### config.mk
export PLATFORM = sky130hd
export DESIGN_NAME = tmr8_apb
export DESIGN_NICKNAME = d
export VERILOG_FILES = /design/src/rtl/tmr8_pkg.sv /design/src/rtl/tmr8_prescaler.sv /design/src/rtl/tmr8_apb.sv
export SDC_FILE = /design/constraint.sdc
export NUM_CORES = 1
export LEC_CHECK = 0
export BUFFER_PORTS_ARGS = -buffer_cell sky130_fd_sc_hd__buf_2
export CAP_MARGIN = 10
export CELL_PAD_IN_SITES_DETAIL_PLACEMENT = 0
export CELL_PAD_IN_SITES_GLOBAL_PLACEMENT = 2
export CORE_MARGIN = 1
export CORE_UTILIZATION = 36
export DETAILED_ROUTE_END_ITERATION = 8
export GPL_ROUTABILITY_DRIVEN = 0
export PLACE_DENSITY_LB_ADDON = 0.2
export SLEW_MARGIN = 20
export SYNTH_ARGS = -nofsm -noshare
export SYNTH_HDL_FRONTEND = slang
export SYNTH_SLANG_ARGS = --single-unit
export TNS_END_PERCENT = 20
### constraint.sdc
create_clock -name pclk -period 4.1 [get_ports pclk]
set_clock_uncertainty 0.1 [all_clocks]
set_input_delay 0.205 -clock pclk [delete_from_list [all_inputs] [get_ports pclk]]
set_output_delay 0.205 -clock pclk [all_outputs]
set_load 0.03 [all_outputs]
### src/rtl/tmr8_pkg.sv
// tmr8_pkg: register addresses and TCR/TSR bit positions
// shared by the 8-bit APB timer and its prescaler.
package tmr8_pkg;

  localparam logic [1:0] A_TDR  = 2'd0;
  localparam logic [1:0] A_TCR  = 2'd1;
  localparam logic [1:0] A_TSR  = 2'd2;
  localparam logic [1:0] A_TCNT = 2'd3;

  localparam int TCR_LOAD = 7;
  localparam int TCR_DW   = 5;
  localparam int TCR_EN   = 4;
  localparam int TCR_CS1  = 1;
  localparam int TCR_CS0  = 0;

  localparam int TSR_OVF = 0;
  localparam int TSR_UDF = 1;

  // implemented TCR bits; the rest read back as 0
  localparam logic [7:0] TCR_MASK =
    (8'd1 << TCR_LOAD) | (8'd1 << TCR_DW) |
    (8'd1 << TCR_EN) | (8'd1 << TCR_CS1) |
    (8'd1 << TCR_CS0);

endpackage

### src/rtl/tmr8_prescaler.sv
// tmr8_prescaler: free-running 4-bit divider, cleared while disabled.
// Ports: clk, rst_n, en, clk_sel[1:0] -> tick (1 pclk every 2^(clk_sel+1)).
module tmr8_prescaler (
  input  logic       clk,
  input  logic       rst_n,
  input  logic       en,
  input  logic [1:0] clk_sel,
  output logic       tick
);

  logic [3:0] cnt;
  logic [3:0] mask;

  always_comb begin
    mask = 4'h1;
    unique case (clk_sel)
      2'd0: mask = 4'h1;
      2'd1: mask = 4'h3;
      2'd2: mask = 4'h7;
      2'd3: mask = 4'hF;
    endcase
  end

  // low clk_sel+1 bits all ones marks the last cycle of a period
  assign tick = en & ((cnt & mask) == mask);

  always_ff @(posedge clk or negedge rst_n) begin
    if (!rst_n) begin
      cnt <= 4'h0;
    end else if (en) begin
      cnt <= cnt + 4'h1;
    end else begin
      cnt <= 4'h0;
    end
  end

endmodule

### src/rtl/tmr8_apb.sv
// tmr8_apb: 8-bit up/down timer with APB register file
// (TDR, TCR, TSR, TCNT). Ports: APB slave (pclk, presetn, psel,
// penable, pwrite, paddr, pwdata, prdata, pready, pslverr) and
// tmr_ovf / tmr_udf status copies. Define TMR_WAIT_STATE_EN for
// one wait state per transfer.
module tmr8_apb
  import tmr8_pkg::*;
#(
  parameter int ADDR_W = 8
) (
  input  logic              pclk,
  input  logic              presetn,
  input  logic              psel,
  input  logic              penable,
  input  logic              pwrite,
  input  logic [ADDR_W-1:0] paddr,
  input  logic [7:0]        pwdata,
  output logic [7:0]        prdata,
  output logic              pready,
  output logic              pslverr,
  output logic              tmr_ovf,
  output logic              tmr_udf
);

  logic [7:0] tdr;
  logic [7:0] tcr;
  logic [1:0] tsr;
  logic [7:0] tcnt;
  logic [1:0] tsr_next;

  logic       access;
  logic       done;
  logic       addr_ok;
  logic       wr;
  logic       rd;
  logic [1:0] reg_sel;

  logic       tick;
  logic       load;
  logic       dw;
  logic       cnt_tick;
  logic       ovf_set;
  logic       udf_set;

  assign access  = psel & penable;
  assign done    = access & pready;
  assign addr_ok = (paddr >> 2) == '0;
  assign reg_sel = paddr[1:0];
  assign wr      = done & pwrite & addr_ok;
  assign rd      = done & ~pwrite & addr_ok;
  assign pslverr = done & ~addr_ok;

`ifdef TMR_WAIT_STATE_EN
  logic ws;

  // first access cycle stalls, second completes
  always_ff @(posedge pclk or negedge presetn) begin
    if (!presetn) begin
      ws <= 1'b0;
    end else begin
      ws <= access & ~ws;
    end
  end

  assign pready = ws;
`else
  assign pready = 1'b1;
`endif

  always_comb begin
    prdata = 8'h00;
    if (rd) begin
      unique case (reg_sel)
        A_TDR:  prdata = tdr;
        A_TCR:  prdata = tcr;
        A_TSR:  prdata = {6'b0, tsr};
        A_TCNT: prdata = tcnt;
      endcase
    end
  end

  tmr8_prescaler u_presc (
    .clk     (pclk),
    .rst_n   (presetn),
    .en      (tcr[TCR_EN]),
    .clk_sel (tcr[TCR_CS1:TCR_CS0]),
    .tick    (tick)
  );

  assign load     = tcr[TCR_LOAD];
  assign dw       = tcr[TCR_DW];
  assign cnt_tick = tick & ~load;
  assign ovf_set  = cnt_tick & ~dw & (tcnt == 8'hFF);
  assign udf_set  = cnt_tick & dw & (tcnt == 8'h00);

  // hardware set is ORed after the software clear so it wins
  always_comb begin
    tsr_next = tsr;
    if (wr && reg_sel == A_TSR) begin
      tsr_next = tsr & pwdata[1:0];
    end
    tsr_next[TSR_OVF] = tsr_next[TSR_OVF] | ovf_set;
    tsr_next[TSR_UDF] = tsr_next[TSR_UDF] | udf_set;
  end

  always_ff @(posedge pclk or negedge presetn) begin
    if (!presetn) begin
      tdr  <= 8'h00;
      tcr  <= 8'h00;
      tsr  <= 2'b00;
      tcnt <= 8'h00;
    end else begin
      if (wr && reg_sel == A_TDR) begin
        tdr <= pwdata;
      end
      if (wr && reg_sel == A_TCR) begin
        tcr <= pwdata & TCR_MASK;
      end
      tsr <= tsr_next;
      if (load) begin
        tcnt <= tdr;
      end else if (cnt_tick) begin
        tcnt <= dw ? tcnt - 8'd1 : tcnt + 8'd1;
      end
    end
  end

  assign tmr_ovf = tsr[TSR_OVF];
  assign tmr_udf = tsr[TSR_UDF];

endmodule
Word-level counts from Yosys, hierarchy flattened
Index checks and enable logic that the tools add are counted.
{"block": "totals", "regBits": 27, "latchBits": 0, "ram_bits": 0, "mem_bits_ro": 0, "output_inout_bits": 12, "elab_cells": 52, "mem_count": 0}
{"block": "op_classes", "addsub": 3, "mul": 0, "n_div": 0, "n_lt_le_gt_ge": 0, "n_eq_ne": 8, "shifts": 0, "n_mux": 8, "bitwise": 20, "n_reduce_logical": 8}
{"operator": "$mux 8", "count": 4}
{"operator": "$pmux 8 s4", "count": 1}
{"operator": "$logic_not 8->1", "count": 2}
{"operator": "$pmux 4 s4", "count": 1}
{"operator": "$and 1x1->1", "count": 12}
{"operator": "$add 8x1->8 const B", "count": 1}
{"operator": "$eq 2x2->1 const B", "count": 4}
{"operator": "$eq 8x8->1 const B", "count": 1}
{"operator": "$sub 8x1->8 const B", "count": 1}
{"operator": "$add 4x1->4 const B", "count": 1}
{"operator": "$and 4x4->4", "count": 1}
{"operator": "$eq 2x1->1 const B", "count": 2}
{"operator": "$eq 4x4->1", "count": 1}
{"operator": "$logic_not 2->1", "count": 2}
{"operator": "$mux 4", "count": 1}
{"operator": "$not 1->1", "count": 4}
{"operator": "$logic_and 1x1->1", "count": 3}
{"operator": "$and 2x2->2", "count": 1}
{"operator": "$mux 2", "count": 1}
{"operator": "$or 1x1->1", "count": 2}
{"operator": "$reduce_bool 2->1", "count": 1}

Depth between registers and ports, before layout
Gate-level depths: netlist of the first run.
{"block": "depth", "ltp_word": 9, "mapped_depth": 8, "ltp_nobuf": 8}

Hierarchy
A second synthesis of the first run with hierarchy kept.
{"block": "unflattened", "cells_unflattened": 182, "area_unflattened_um2": 1786.7}
{"module": "tmr8_apb", "instances": 1, "cells_per_inst": 165, "area_per_inst_um2": 1595.3}
{"module": "tmr8_prescaler", "instances": 1, "cells_per_inst": 17, "area_per_inst_um2": 191.4}

Worst setup path after synthesis of the first run
Ideal clock, no wire load.
{"block": "synth_timing", "kind": "register to register", "startpoint": "reg tcr[5]", "endpoint": "reg tcnt[7]", "setup_ns": 0.082, "arrival_ns": 1.977, "t_required_ns": 3.918, "setup_slack_ns": 1.941, "stages_incl_launch_ff": 8, "n_path_buf": 0, "period_less_slack_ns": 2.159, "path_cell_list": "dfrtp_1 -> ha_1 -> a211oi_1 -> nor4b_1 -> a211oi_1 -> xnor2_1 -> or3_1 -> a31oi_1"}
{"block": "synth_between", "elab_chain_len": 3}
{"element": "from (decl)", "line_no": "tmr8_apb.sv:26", "source": "logic [7:0] tcr;"}
{"element": "from (signal assigned)", "line_no": "tmr8_apb.sv:117", "source": "tcr <= pwdata & TCR_MASK;"}
{"element": "$mux 8", "line_no": "tmr8_apb.sv:123", "source": "tcnt <= dw ? tcnt - 8'd1 : tcnt + 8'd1;"}
{"element": "$mux 8", "line_no": "tmr8_apb.sv:122", "source": "end else if (cnt_tick) begin"}
{"element": "$mux 8", "line_no": "tmr8_apb.sv:120", "source": "if (load) begin"}
{"element": "to (signal assigned)", "line_no": "tmr8_apb.sv:121", "source": "tcnt <= tdr;"}
{"element": "to (signal assigned)", "line_no": "tmr8_apb.sv:123"}
{"element": "to (decl)", "line_no": "tmr8_apb.sv:28", "source": "logic [7:0] tcnt;"}
Every way passes these cells. The select of a mux whose other input is x is not followed.
A chain may end at the register's enable or synchronous reset.

Worst setup path after layout of the first run
Same ends and word-level chain as after synthesis.

==> results of run 1 <==
-- metal layers --
layer  global-route usage  share of wire  wire (um)
met1               0.2270           0.48       1854
met5                    0              0          0
met2               0.2720           0.47       1846
met4              0.02667         0.0044         17
met3              0.04040          0.043        169
-- cells in the final DEF, fill, tap and decap left out, drive strengths merged, types with 2 or more instances in the layout --
master,Yosys,final
a211oi,3,3
a21o,4,4
a21oi,10,10
a22oi,3,3
and2,4,4
buf,2,31
clkbuf,5,4
dfrtp,27,27
ha,7,7
inv,6,6
mux2,11,11
mux2i,5,5
mux4,2,2
nand2,15,15
nand4,3,3
nor2,18,18
nor2b,3,3
nor3,3,3
o21ai,17,17
or4,2,2
xnor2,6,6
xor2,2,2
-- path summary, 6_finish.rpt --
kind | end | slack, ns | cells past startpoint
setup / recovery | tcnt[7]$_DFFE_PN0P_ | 1.73 | 7
hold / removal | tcr[5]$_DFFE_PN0P_ | 0.06 | 3
setup reg to reg | tcnt[7]$_DFFE_PN0P_ | 1.73 | 7
hold reg to reg | u_presc.cnt[0]$_DFF_PN0_ | 0.42 | 1
max in group asynchronous | tdr[6]$_DFFE_PN0P_ | 3.13 | 2
min in group asynchronous | tcnt[2]$_DFFE_PN0P_ | 0.37 | 2
-- worst register-to-register path, cell delays in order, from the launching register on --
cell      delay, ns
dfrtp_1        0.49
ha_1           0.35
a211oi_1       0.37
nor4b_1        0.10
a211oi_1       0.29
xnor2_1        0.12
or3_1          0.31
a31oi_1        0.16
-- what timing repair did --
item | 4_1_cts | 5_1_grt
setup endpoints to repair | 0 | 0
endpoints found under the hold margin | 27 | 0
hold buffers | 1 | 0
-- sequential cells by signal (all words and copies together) (netlist names) --
signal	cells
u_presc.cnt	4
tcnt	8
tcr	5
tsr	2
tdr	8
-- power groups by stage --
stage                     Combinational (mW)  Clock [mW]  Sequential [mW]
after floorplan                       0.0338           0            0.282
after global placement                0.0538           0            0.284
after detailed placement              0.0548           0            0.285
after CTS                             0.0557       0.154            0.279
after global routing                  0.0620       0.167            0.280
final                                 0.0553       0.151            0.279
-- cell families (layout without fill, tap and decap cells) --
logic type / count (synthesis) / after routing / share of synthesized area
AO/OA/AOI/OAI: 40 / 40 / 0.1392
XOR/XNOR: 8 / 8 / 0.04170
adder cells (fa/ha/maj): 8 / 8 / 0.06403
buffers and inverters: 13 / 42 / 0.03202
flip-flops: 27 / 27 / 0.4021
multiplexers: 18 / 18 / 0.1303
other: 1 / 1 / 0.002232
AND/OR/NAND/NOR: 56 / 56 / 0.1884
-- final cells by class --
class | instances | area (um^2)
well taps | 52 | 65.06
repair buffers | 32 | 165.2
inverters | 6 | 22.52
clock buffers | 4 | 45.04
multi-input cells | 131 | 950.9
fillers | 448 | 2490
flip-flops and latches | 27 | 675.6
==> reports/results.ini, run 1 <==
[synth]
synth_top_area_frac = 0.4021
yosysTopAreaCell = dfrtp_1
synthTopCellsByArea = dfrtp_1 (40%), mux2_2 (7.4%), ha_1 (5.2%)
synth-warning-count = 0
ys_seq_area_frac = 0.4021
synth_fp_nets = 200
postSynthCellCount = 171
syn_area_per_cell_um2 = 9.827
synth_common_cells = dfrtp_1 (27), nor2_1 (18), o21ai_0 (17)
ys_types = 39
netlist_area_mm2 = 0.001680
synth_ff_type = dfrtp_1
synth-async-reset-ratio = 1.000
synth_most_common_cell = dfrtp_1
ys_ff_latch = 27
synth-edff-count = 0

[timing]
timing.final.max_slew_violations = 0
setup_violations = 0
fin_crit_ns = 2.373
max_freq_ghz = 0.4213
fin_ws_ns = 1.727
hold_ws_ns = 0.06147
hold_viol = 0
finalCritPeriodShare = 0.5789
setup_tns_ns = 0
slew_headroom = 0.5972
rsz0062_at_grt = false
tightest_slew_ns = 0.6043

[route]
drt_iter0_drc = 32
drc = 0
routed-via-count = 1346
antenna_left = 0
first_pass_iters = 4
post_drt_via_cell_ratio = 5.341
wl_per_cell_um = 15.42
wirelength_mm = 3.887

[worst_setup_path]
worst-setup-path-type = flip-flop to flip-flop
timing.rr.start = tcr[5]$_DFFE_PN0P_
crit_top_cell = a211oi_1
path_cells = ha_1, a211oi_1, nor4b_1, a211oi_1, xnor2_1, or3_1, a31oi_1
crit_path_end_kind = flip-flop
startpoint_type = flip-flop
cpMaxStageDelayCell = dfrtp_1
arrival_ns = 2.47
critPathTopFamily = compound AO/OA/AOI/OAI gates
cp.required_ns = 4.20
worst-path-buf-inv = 0
path_max_fanout = 8
startpoint = tcr[5]$_DFFE_PN0P_
critPathMaxStageDelay_ns = 0.49

[die]
core_area_mm2 = 0.004414
io_pins = 33
initial_core_util = 0.3807
rows = 24
fp.dieH_um = 70.32
die_area_mm2 = 0.004945
die_x_um = 70.32

[pwr]
swShare = 0.2461
clockPowerShare = 0.311
ir_worst_vdd_v = 0.0001833
p_seq_frac = 0.575
powerDensity_mw_per_mm2 = 252.2
power.internal_mw = 0.3659
finalPower_mw = 0.4854
p_sw_mw = 0.1194
p_leak_nw = 0.9379
power_frac_comb = 0.114

[finish]
area_growth_syn_to_layout_pct = 14.52
post-route-util = 0.4359
layoutNonFillerInstCount = 252
stdcell_area_mm2 = 0.001924
drive_gt1_frac = 0.2550
antenna_cells = 0
fin_nets = 230

[clock_tree]
clockBufferDepth = 2
clockRootBuffer = clkbuf_8
cts_inserted_buffers = 3
clock-sinks = 27
cts_resized = 0
insertion_delay_ns = 0.27
post-cts-setup-buffers = 0
cts_tree = built
path_clk_slew_ns = 0.09
htreeDepth = 1

[placed_design]
dp_slack_ns = 1.758
dp_cells = 247
placed_area_mm2 = 0.001869
hpwl_mm = 2.989
port_buffers = 31

[grt]
grt_max_degree = 28
antenna_found_initial = 0
grtUsageTotal = 0.1666
overflow = 0
grt_pass1_wl_mm = 6.423
grt_pass1_vias = 1325

[min_path]
hp-class = primary input to flip-flop
min-delay-start = pwdata[5]

[status]
outcome = finished clean

[run]
max_cap_violations = 0

(Power assumes the default switching activity.)
==> run 2, diff against run 1 <==
Settings changed: CORE_UTILIZATION 36 to 34.
Clock period 4.1 ns to 2.3 ns, I/O delays scaled along.
==> reports/results.ini, run 2 (synthesized netlist as in run 1, its figures left out) <==
[finish]
antenna_cells = 0  ; unchanged
post-route-util = 0.4505  ; was 0.4359
final_cell_mix = buf_2 (31), dfrtp_1 (27), nor2_1 (18)  ; unchanged
drive_gt1_frac = 0.3077  ; was 0.2550
fin_nets = 251  ; was 230
reg_top3 = tcnt (8), tdr (8), tcr (5)  ; unchanged
final_common_cell = buf_2  ; unchanged
area_growth_syn_to_layout_pct = 27.48  ; was 14.52%

[worst_setup_path]
crit_path_end_kind = flip-flop  ; unchanged
arrival_ns = 2.29  ; was 2.47 ns
rrSetupSlack_ns = 0.12  ; was 1.73 ns
startpoint = tcr[5]$_DFFE_PN0P_  ; unchanged
startpoint_type = flip-flop  ; unchanged
cp.required_ns = 2.41  ; was 4.20 ns
path_max_fanout = 5  ; was 8
timing.rr.start = tcr[5]$_DFFE_PN0P_  ; unchanged
worst-setup-path-type = flip-flop to flip-flop  ; unchanged

[die]
initial_core_util = 0.3534  ; was 0.3807
io_pins = 33  ; unchanged
die_area_mm2 = 0.005227  ; was 0.004945 mm^2
die_x_um = 72.30  ; was 70.32 um
fp.dieH_um = 72.30  ; was 70.32 um
core_area_mm2 = 0.004755  ; was 0.004414 mm^2
rows = 25  ; was 24

[clock_tree]
htreeDepth = 1  ; unchanged
insertion_delay_ns = 0.28  ; was 0.27 ns
clockRootBuffer = clkbuf_8  ; unchanged
clock-sinks = 27  ; unchanged
cts_inserted_buffers = 3  ; unchanged
cts_tree = built  ; unchanged
clockBufferDepth = 2  ; unchanged
path_clk_slew_ns = 0.11  ; was 0.09 ns

[placed_design]
port_buffers = 31  ; unchanged
hpwl_mm = 3.278  ; was 2.989 mm

[route]
wirelength_mm = 4.393  ; was 3.887 mm
wl_per_cell_um = 15.25  ; was 15.42 um
post_drt_via_cell_ratio = 4.969  ; was 5.341
first_pass_iters = 4  ; unchanged
routed-via-count = 1431  ; was 1346
antenna_left = 0  ; unchanged
drt_iter0_drc = 70  ; was 32
drc = 0  ; unchanged

[grt]
overflow = 0  ; unchanged
grt_max_degree = 28  ; unchanged
grt_pass1_wl_mm = 6.713  ; was 6.423 mm
antenna_found_initial = 0  ; unchanged
grtUsageTotal = 0.1708  ; was 0.1666
grt_pass1_vias = 1317  ; was 1325

[timing]
rsz0062_at_grt = false  ; unchanged
finalCritPeriodShare = 0.9469  ; was 0.5789
hold_viol = 0  ; unchanged
setup_tns_ns = 0  ; unchanged
tightest_slew_ns = 0.6536  ; was 0.6043 ns
fin_crit_ns = 2.178  ; was 2.373 ns
setup_violations = 0  ; unchanged
timing.final.max_slew_violations = 0  ; unchanged
slew_headroom = 0.5643  ; was 0.5972
hold_ws_ns = 0.1722  ; was 0.06147 ns
max_freq_ghz = 0.4592  ; was 0.4213 GHz

[min_path]
hp-class = primary input to flip-flop  ; unchanged
min-delay-start = pwrite  ; was pwdata[5]

[run]
max_cap_violations = 0  ; unchanged

[pwr]
powerDensity_mw_per_mm2 = 425.5  ; was 252.2 mW/mm^2
p_leak_nw = 1.045  ; was 0.9379 nW
ir_worst_vdd_v = 0.0002661  ; was 0.0001833 V

[status]
outcome = finished clean  ; unchanged

-- run 2: layout make-up --
class,count,area (um^2)
timing repair buffer,53,342.8
multi-input combinational,131,967.2
clock inverter,1,8.758
fill,489,2613
sequential,27,675.6
tap,67,83.83
inverter,6,22.52
clock buffer,3,41.29
-- run 2: path summary, 6_finish.rpt --
path,endpoint,cells past startpoint
worst max-delay path,tcnt[7]$_DFFE_PN0P_,8
worst min-delay path,tcr[1]$_DFFE_PN0P_,5
worst max register to register,tcnt[7]$_DFFE_PN0P_,8
worst min register to register,u_presc.cnt[0]$_DFF_PN0_,1
max in group asynchronous,tdr[1]$_DFFE_PN0P_,2
min in group asynchronous,tcr[5]$_DFFE_PN0P_,2
-- run 2: metrics by stage --
step           setup WS (ns)  total power, mW  cell area [um^2]  instances
2_1_floorplan         0.1406           0.5633              1680        171
3_3_place_gp          0.1469           0.6117              1986        275
3_5_place_dp          0.1058           0.6141              1986        275
4_1_cts              0.07311           0.9230              2126        288
5_1_grt              0.03647           0.9523              2142        288
6_report              0.1222           0.9114              2142        288
-- run 2: critical path: stages (launching register included) --
cell and delay [ns]:
dfrtp_1 0.46, buf_4 0.18, ha_1 0.34, nand2_1 0.09, nor4b_2 0.26, a211oi_2 0.08, xnor2_1 0.14, or3_1 0.30
a31oi_1 0.16
-- run 2: what timing repair did --
| action | CTS | global route |
|---|---|---|
| resized for setup | 0 | 3 |
| hold endpoints to repair | 38 | 0 |
| endpoints found under the setup margin | 0 | 1 |
| setup buffers | 0 | 0 |
| hold buffers | 9 | 0 |
-- run 2: report_power, final --
| group | internal (mW) | total, mW | switching [mW] |
|---|---|---|---|
| logic | 0.0579 | 0.120 | 0.0616 |
| clock network | 0.127 | 0.294 | 0.167 |
| registers | 0.484 | 0.498 | 0.0133 |
| total | 0.670 | 0.911 | 0.242 |
-- run 2: metal layers --
| layer | part of all wire | GRT usage | vias to the layer above | routed length (um) |
|---|---|---|---|---|
| met2 | 0.46 | 0.2731 | 31 | 2041 |
| met4 | 0.0052 | 0.03050 | 0 | 23 |
| li1 | - | - | 706 | - |
| met5 | 0 | 0 | - | 0 |
| met1 | 0.49 | 0.2414 | 692 | 2173 |
| met3 | 0.035 | 0.03611 | 2 | 155 |
